--- src/rtl/rat_event_port.sv ---
// Button event FIFO on a CPU I/O port: synchronised button edges are queued as
// press/release bytes for the CPU. Optional per-event timestamps: RAT_EVT_TIMESTAMP_EN.
module rat_event_port #(
  parameter logic [7:0] DATA_ID   = 8'hA0,
  parameter logic [7:0] STATUS_ID = 8'hA1,
  parameter logic [7:0] CTRL_ID   = 8'hA2,
  parameter logic [7:0] TS_ID     = 8'hA3,
  parameter int         DEPTH     = 8
) (
  input  logic       CLK,
  input  logic       RESET_N,
  input  logic [3:0] BTN,
  input  logic [7:0] PORT_ID,
  input  logic       IO_STRB,
  input  logic [7:0] OUT_PORT,
  output logic [7:0] IN_DATA,
  output logic       IN_HIT,
  output logic       INTERRUPT
);
  localparam int AW = $clog2(DEPTH);

  logic [3:0]    r_sync1, r_sync2, r_prev, r_pend, r_pol;
  logic [1:0]    r_arm;
  logic [AW-1:0] r_wr, r_rd;
  logic [4:0]    r_count;
  logic          r_ovf, r_ie, r_int;
  logic [7:0]    r_mem [DEPTH];

  logic [3:0] w_edge, w_pend_nxt;
  logic [1:0] w_sel;
  logic       w_ctrl_wr, w_flush, w_empty, w_full, w_push_req, w_pop, w_push, w_drop;
  logic [7:0] w_head, w_status;
  logic       w_unused;

  // Edge detection stays off until the synchronizer and previous-value copy hold real samples.
  // NOTE: non-blocking assignments so every flop samples the values from before the edge.
  always_ff @(posedge CLK or negedge RESET_N) begin
    if (!RESET_N) begin
      r_sync1 <= '0;
      r_sync2 <= '0;
      r_prev  <= '0;
      r_arm   <= '0;
      r_pend  <= '0;
      r_pol   <= '0;
    end else begin
      r_sync1 <= BTN;
      r_sync2 <= r_sync1;
      r_prev  <= r_sync2;
      if (r_arm != 2'd3) r_arm <= r_arm + 2'd1;
      r_pend  <= w_pend_nxt;
      r_pol   <= (r_pol & ~w_edge) | (r_sync2 & w_edge);
    end
  end

  assign w_edge     = (r_arm == 2'd3) ? (r_sync2 ^ r_prev) : 4'd0;
  assign w_ctrl_wr  = IO_STRB && (PORT_ID == CTRL_ID);
  assign w_flush    = w_ctrl_wr && OUT_PORT[2];
  assign w_empty    = (r_count == 5'd0);
  assign w_full     = (r_count == 5'(DEPTH));
  assign w_push_req = |r_pend;
  assign w_pop      = w_ctrl_wr && OUT_PORT[0] && !w_empty && !w_flush;
  assign w_push     = w_push_req && !w_flush && (!w_full || w_pop);
  assign w_drop     = w_push_req && !w_flush && w_full && !w_pop;

  // NOTE: every always_comb output gets a default first so no latch is inferred.
  always_comb begin
    w_sel = 2'd0;
    for (int i = 3; i >= 0; i--) begin
      if (r_pend[i]) w_sel = 2'(i);
    end
  end

  // A new edge on the button being serviced wins over clearing its flag.
  always_comb begin
    w_pend_nxt = r_pend;
    if (w_push_req) w_pend_nxt[w_sel] = 1'b0;
    w_pend_nxt = w_pend_nxt | w_edge;
    if (w_flush) w_pend_nxt = '0;
  end

  always_ff @(posedge CLK or negedge RESET_N) begin
    if (!RESET_N) begin
      r_wr    <= '0;
      r_rd    <= '0;
      r_count <= '0;
      r_ovf   <= 1'b0;
      r_ie    <= 1'b0;
      r_int   <= 1'b0;
    end else begin
      if (w_flush) begin
        r_wr    <= '0;
        r_rd    <= '0;
        r_count <= '0;
      end else begin
        if (w_push) r_wr <= r_wr + 1'b1;
        if (w_pop)  r_rd <= r_rd + 1'b1;
        r_count <= r_count + 5'(w_push) - 5'(w_pop);
      end
      if (w_drop) r_ovf <= 1'b1;
      else if (w_ctrl_wr && OUT_PORT[1]) r_ovf <= 1'b0;
      if (w_ctrl_wr) r_ie <= OUT_PORT[7];
      r_int <= r_ie && !w_empty;
    end
  end

  // NOTE: storage has no reset; entries are only visible through the reset pointers and count.
  always_ff @(posedge CLK) begin
    if (w_push) r_mem[r_wr] <= {r_pol[w_sel], 5'b0, w_sel};
  end

`ifdef RAT_EVT_TIMESTAMP_EN
  logic [15:0] r_pre;
  logic [7:0]  r_ts;
  logic [7:0]  r_ts_mem [DEPTH];

  always_ff @(posedge CLK or negedge RESET_N) begin
    if (!RESET_N) begin
      r_pre <= '0;
      r_ts  <= '0;
    end else begin
      r_pre <= r_pre + 16'd1;
      if (&r_pre) r_ts <= r_ts + 8'd1;
    end
  end

  always_ff @(posedge CLK) begin
    if (w_push) r_ts_mem[r_wr] <= r_ts;
  end

  assign w_unused = ^OUT_PORT[6:3];
`else
  assign w_unused = ^{OUT_PORT[6:3], TS_ID};
`endif

  assign w_head   = w_empty ? 8'h00 : r_mem[r_rd];
  assign w_status = {r_count[3:0], r_ovf, r_ie, w_full, w_empty};

  always_comb begin
    IN_DATA = 8'h00;
    IN_HIT  = 1'b0;
    if (PORT_ID == DATA_ID) begin
      IN_DATA = w_head;
      IN_HIT  = 1'b1;
    end else if (PORT_ID == STATUS_ID) begin
      IN_DATA = w_status;
      IN_HIT  = 1'b1;
    end
`ifdef RAT_EVT_TIMESTAMP_EN
    else if (PORT_ID == TS_ID) begin
      IN_DATA = w_empty ? 8'h00 : r_ts_mem[r_rd];
      IN_HIT  = 1'b1;
    end
`endif
  end

  assign INTERRUPT = r_int;

endmodule
--- config.mk ---
export PLATFORM = sky130hd
export DESIGN_NAME = rat_event_port
export DESIGN_NICKNAME = d
export VERILOG_FILES = /design/src/rtl/rat_event_port.sv
export SDC_FILE = /design/constraint.sdc
export NUM_CORES = 1
export LEC_CHECK = 0
export BUFFER_PORTS_ARGS = -buffer_cell sky130_fd_sc_hd__buf_2
export CELL_PAD_IN_SITES_DETAIL_PLACEMENT = 1
export CELL_PAD_IN_SITES_GLOBAL_PLACEMENT = 2
export CORE_ASPECT_RATIO = 1.25
export CORE_UTILIZATION = 36
export DETAILED_ROUTE_END_ITERATION = 8
export PLACE_DENSITY_LB_ADDON = 0.1
export SYNTH_ARGS = -nofsm -noshare
export SYNTH_HDL_FRONTEND = slang
export SYNTH_SLANG_ARGS = --single-unit
--- constraint.sdc ---
create_clock -name CLK -period 2.8 [get_ports CLK]
set_input_delay 0.28 -clock CLK [delete_from_list [all_inputs] [get_ports CLK]]
set_output_delay 0.28 -clock CLK [all_outputs]
set_load 0.02 [all_outputs]
### After elaboration in Yosys (flattened, before gate mapping)

Memories as Yosys holds them, arrays and structs flattened.
Index checks and enable logic that the tools add are counted.

* input port bits: 23
* bits in writable memories: 24
* register bits after elaboration: 36
* memories: 1
* logic and storage cells: 81

Memories
* r_mem: words 8, bits a word 3, read ports 1, clocked after memory_dff 0, write ports 1, RTL line 27 `logic [7:0] r_mem [DEPTH];`

* bitwise operators: 8
* reduce and logical (&&, ||, !) cells: 22
* magnitude comparators: 2
* equal/unequal tests: 6
* add/sub/neg operators: 5
* muxes and demuxes: 25

Operators by type and width (count)
* == test 8 bit (second input constant): 3
* two-way mux 8 bit: 3
* bitwise AND 4 bit: 3
* logical AND 1 bit: 12
* two-way mux 3 bit: 4
* two-way mux 4 bit: 3
* two-way mux 1 bit: 8
* two-way mux 2 bit: 4
* inverter 4 bit: 2
* OR 4 bit: 2
* adder 3 x 1 -> 3 bit (second input constant): 2
* nonzero test 2 bit: 3
* adder 5 x 1 -> 5 bit: 1
* == test 5 x 4 -> 1 bit (second input constant): 1
* zero test 5 bit: 1
* two-way mux 5 bit: 1
* subtractor 5 x 1 -> 5 bit: 1
* zero test 1 bit: 4
* OR reduction 4 bit: 1
* bitwise XOR 4 bit: 1
* < comparator 2 x 3 -> 1 bit (second input constant): 1
* adder 2 x 1 -> 2 bit (second input constant): 1
* binary-select mux 1 bit (select 2 bit): 1
* demux 1 bit (select 2 bit): 1
* other kinds (4): 4

### Depth between registers and ports, before layout

* depth in word-level cells: 13
* depth in mapped cells: 16
* depth with buffers taken out: 16

### Worst setup path before layout

Ideal clock, no wire load.

* path kind: flip-flop to flip-flop
* start: register r_count[2]
* end: register r_count[4]
* buffers on the path: 0
* stages on the path, launching flop included: 17
* arrival: 2.972 ns
* slack: -0.250 ns
* library setup time: 0.078 ns
* cell sequence: dfrtp_1 inv_1 ha_1 or4b_2 and4_1 nand2b_1 inv_1 ha_1 inv_1 ha_1 inv_1 fa_1 inv_1 a21oi_1 nor2_1 or3_1 a21oi_1

* word-level cells in the longest chain between the ends: 9
* elaborated cells between the ends (all ways): 11
* classes of those cells: add/sub: 2; eq/ne: 1; mux: 1; reduce/logical: 7

Ends and longest elaborated chain
* from (decl): RTL line 25 `logic [4:0] r_count;`
* from (signal assigned): RTL line 97 `r_count <= r_count + 5'(w_push) - 5'(w_pop);`
* zero test 5 bit: RTL line 58 `assign w_empty = (r_count == 5'd0);`
* zero test 1 bit: RTL line 61 `assign w_pop = w_ctrl_wr && OUT_PORT[0] && !w_empty && !w_flush;`
* logical AND 1 bit (2 in series): RTL line 61
* logical OR 1 bit: RTL line 62 `assign w_push = w_push_req && !w_flush && (!w_full || w_pop);`
* logical AND 1 bit: RTL line 62
* adder 5 x 1 -> 5 bit: RTL line 97
* subtractor 5 x 1 -> 5 bit (*): RTL line 97
* two-way mux 5 bit (*): RTL line 90 `if (w_flush) begin`

Every way passes the cells marked *; elsewhere a longest branch is shown, timed or not.
A chain may end at the register's enable or synchronous reset.

### Worst setup path after layout

* start: register r_count[3]
* end: register r_count[4]

The elaborated chain is that of the path after synthesis.

==> results by group <==
Status
  • Status: finished, violations left
  • Failing checks: setup timing

STA
  • Number of setup violations in the final report: 2
  • Max Slew Vio Count: 0
  • Fmax: 0.346 GHz
  • Crit share post-route: 103%
  • Final Hold Fails: 0
  • Unrepaired setup endpoints after global routing: yes
  • Worst setup margin: -0.0902 ns
  • Relative slew slack: 45.1%
  • Crit path time final: 2.89 ns
  • Worst Max-Slew Pin Slew: 0.823 ns
  • Setup TNS: -0.0945 ns
  • Clock Skews: 0.00986 ns

Finish
  • FILL cells: 755
  • P&R area growth vs syn: 26.0%
  • Util after Layout: 47.8%
  • Nets: 298
  • Share of cells above drive strength 1: 35.3%
  • Design Area, Final: 3390 um^2
  • N_diodes: 0

CTS
  • CTS Sinks: 60
  • Clock Latency Late Sink: 0.34 ns
  • Max clock buf depth: 2
  • Worst-path clk slew: 0.07 ns
  • CTS buffer count: 9
  • Root Driver: clkbuf_8
  • CTS tree: built
  • Htree depth: 3

Floorplan
  • # IOs: 33
  • Die X: 79.4 um
  • Die H: 98.7 um
  • Die ar.: 7840 um^2
  • Row cnt: 34
  • Initial Utilization: 37.9%
  • Core area: 7100 um^2

Synthesis
  • Yosys warns: 0
  • Syn nets: 239
  • Syn_area_per_cell: 13.1 um^2
  • Seq/Total Area, Yosys: 60.2%
  • Flops & latches, synth: 60
  • Unique masters post-synth: 43
  • Post-synth EDFFs: 24
  • Gate Count Post-Synth: 205
  • Asr flop ratio synth: 60.0%
  • Synthesized area: 2690 um^2
  • Most common flop cell mapped by yosys: dfrtp_1

Worst setup path
  • CP Capture Type: register
  • CP startpoint kind: register
  • Worst-path maximum fanout: 4
  • Worst R2R Setup Slack: -0.09 ns
  • Worst endpoint data arrival time: 3.16 ns
  • Max incr delay on CP: 0.50 ns
  • CP Class: register to register
  • Worst path cell trace: inv_2, ha_4, or4b_4, and4_4, nand2b_4, inv_2, ha_4, inv_2, ha_4, inv_2, fa_2, inv_2, a21oi_2, nor2_2, or3_1, a21oi_2
  • Worst path slowest cell: or4b_4
  • Buffer and inverter count on the worst path: 5
  • CP most frequent cell: inv_2
  • Delay-heaviest family, CP: simple AND/OR/NAND/NOR gates
  • CP required: 3.07 ns

Placed design
  • Port bufs: 28
  • Placed Area: 3090 um^2
  • Placer Congestion: 0.743
  • DP HPWL: 4660 um

Power and ir drop
  • Sw Ratio: 29.9%
  • Power share of the clock group: 28.3%
  • Power Internal: 2.11 mW
  • Combinational Power Share: 29.8%
  • Pwr dens: 887 nW/um^2
  • Flop pwr share: 41.9%
  • Max IR drop VDD: 444 uV
  • Switching pwr: 0.899 mW
  • Leak: 1.43 nW

Job
  • Max-cap violations: 0

GRT
  • First-pass GRT wire length: 10400 um
  • All-Layer GR Usage: 18.5%
  • Largest net degree at the start of global routing: 37
  • Final global-route overflow total: 0
  • Initial antenna violation count: 0
  • Vias in the first global route: 2108

Routing
  • Vias per cell: 5.10
  • Drt total wl: 6150 um
  • DR WL/cell: 17.1 um
  • Vias: 1830
  • # DRC: 0
  • Final ANT Viol Nets: 0
  • DR pass1 iterations: 4
  • Initial drt markers: 62

Worst hold path
  • Worst hold-check path type: primary input to asynchronous set/reset pin
[final timing paths]
kind                       cells past startpoint                 start              endpoint
min                                            1               RESET_N  r_count[2]$_DFF_PN0_
max reg2reg                                   16  r_count[3]$_DFF_PN0_  r_count[4]$_DFF_PN0_
min in group CLK                               1                BTN[2]  r_sync1[2]$_DFF_PN0_
min reg2reg                                    0  r_sync1[1]$_DFF_PN0_  r_sync2[1]$_DFF_PN0_
max                                           16  r_count[3]$_DFF_PN0_  r_count[4]$_DFF_PN0_
max in group asynchronous                      1               RESET_N  r_sync1[0]$_DFF_PN0_
[metal layers]
metal  GRT usage [%]  wire length (um)  share of wire (%)  vias to the layer above
met4            9.23               142                2.3                        0
met2            33.9              3410                 55                       25
met1            19.7              2460                 40                      921
met5               0                 0                  0                        -
met3            3.70               139                2.3                       12
li1                -                 -                  -                      872
[logic make-up after synthesis]
kind of cell | Yosys count | synth area share (%)
simple gates | 62 | 13.6
flops | 60 | 60.2
compound gates | 34 | 7.20
buf+inv | 16 | 2.51
mux | 13 | 8.17
fa+ha+maj | 11 | 5.39
xor+xnor | 9 | 2.93
[repair_timing]
action / 4_1_cts / 5_1_grt
resized for setup: 9 / 2
hold buffers: 0 / 0
pin swaps: 9 / 6
setup buffers: 3 / 1
setup endpoints to repair: 2 / 2
endpoints found under the hold margin: 0 / 0
[placed cells by master, fill, tap and decap left out, types with 3 or more instances in the layout]
| master | netlist | final |
|---|---|---|
| dfrtp_1 | 36 | 36 |
| buf_2 | 0 | 28 |
| buf_4 | 0 | 26 |
| edfxtp_1 | 24 | 24 |
| nor2_1 | 14 | 13 |
| o21ai_0 | 13 | 13 |
| nand2_1 | 10 | 10 |
| clkbuf_8 | 0 | 10 |
| a21oi_1 | 11 | 9 |
| nor3_1 | 7 | 7 |
| mux4_2 | 7 | 7 |
| ha_1 | 10 | 7 |
| inv_2 | 0 | 6 |
| xor2_1 | 6 | 6 |
| inv_1 | 10 | 4 |
| nand3b_1 | 4 | 4 |
| mux2i_1 | 4 | 4 |
| and3_1 | 3 | 3 |
| o22ai_1 | 3 | 3 |
| xnor2_1 | 3 | 3 |
| nor4b_1 | 3 | 3 |
| ha_4 | 0 | 3 |
[state kept, by name, summed over array words and instances (netlist names), named ones only]
register and count:
INTERRUPT 1, r_prev 4, r_sync1 4, r_wr 3, r_pend 4, r_mem 24
r_sync2 4, r_count 5, r_arm 2, r_rd 3, r_ie 1, r_ovf 1
[synthesized netlist by cell type (all sizes together), types with 2 or more instances]
library cell  number  share of area, %
a21oi             11               2.0
and2               3              0.70
and3               3              0.70
clkbuf             5              0.70
dfrtp             36                33
edfxtp            24                27
ha                10               4.6
inv               10               1.4
mux2               2              0.84
mux2i              4               1.5
mux4               7               5.9
nand2             10               1.4
nand2b             3              0.70
nand3b             4               1.1
nor2              14               2.0
nor3               8               1.9
nor3b              2              0.56
nor4               2              0.46
nor4b              3              0.98
o21ai             13               2.4
o22ai              3              0.70
or3                2              0.46
or4b               2              0.88
xnor2              3              0.98
xor2               6               2.0
[per-stage QoR]
stage	setup WS [ns]	total power [mW]	hold slack, ns	std cells
after global routing	-0.225	3.21	0.0316	359
after floorplan	-0.00118	1.74	-0.0156	205
after global placement	-0.0843	2.01	0.343	339
final	-0.0902	3.01	0.0280	359
after CTS	-0.119	3.03	0.0346	358
after detailed placement	-0.168	2.10	0.336	339
[worst register-to-register path, cell delays in order, from the launching register on]
cell and delay (ns):
dfrtp_1 0.38, inv_2 0.09, ha_4 0.12, or4b_4 0.50, and4_4 0.22, nand2b_4 0.07, inv_2 0.04, ha_4 0.25
inv_2 0.04, ha_4 0.15, inv_2 0.05, fa_2 0.21, inv_2 0.04, a21oi_2 0.13, nor2_2 0.05, or3_1 0.36
a21oi_2 0.13
[power by group through the flow]
| stage | registers (mW) | clock network (mW) | logic [mW] |
|---|---|---|---|
| finish | 1.26 | 0.852 | 0.896 |
| global route | 1.28 | 0.907 | 1.02 |
| CTS | 1.26 | 0.876 | 0.891 |
| detailed placement | 1.28 | 0 | 0.818 |
| global placement | 1.26 | 0 | 0.749 |
| floorplan | 1.24 | 0 | 0.502 |
[final cells by class]
class	count	area [um^2]	share of cell area, %
Sequential cell	60	1620	47.8
Multi-Input combinational cell	129	1070	31.5
Timing Repair Buffer	54	335	9.88
Clock buffer	11	141	4.17
Tap cell	90	113	3.32
Clock inverter	5	76.3	2.25
Inverter	10	37.5	1.11
No activity file was read; power rests on OpenSTA's default activity.
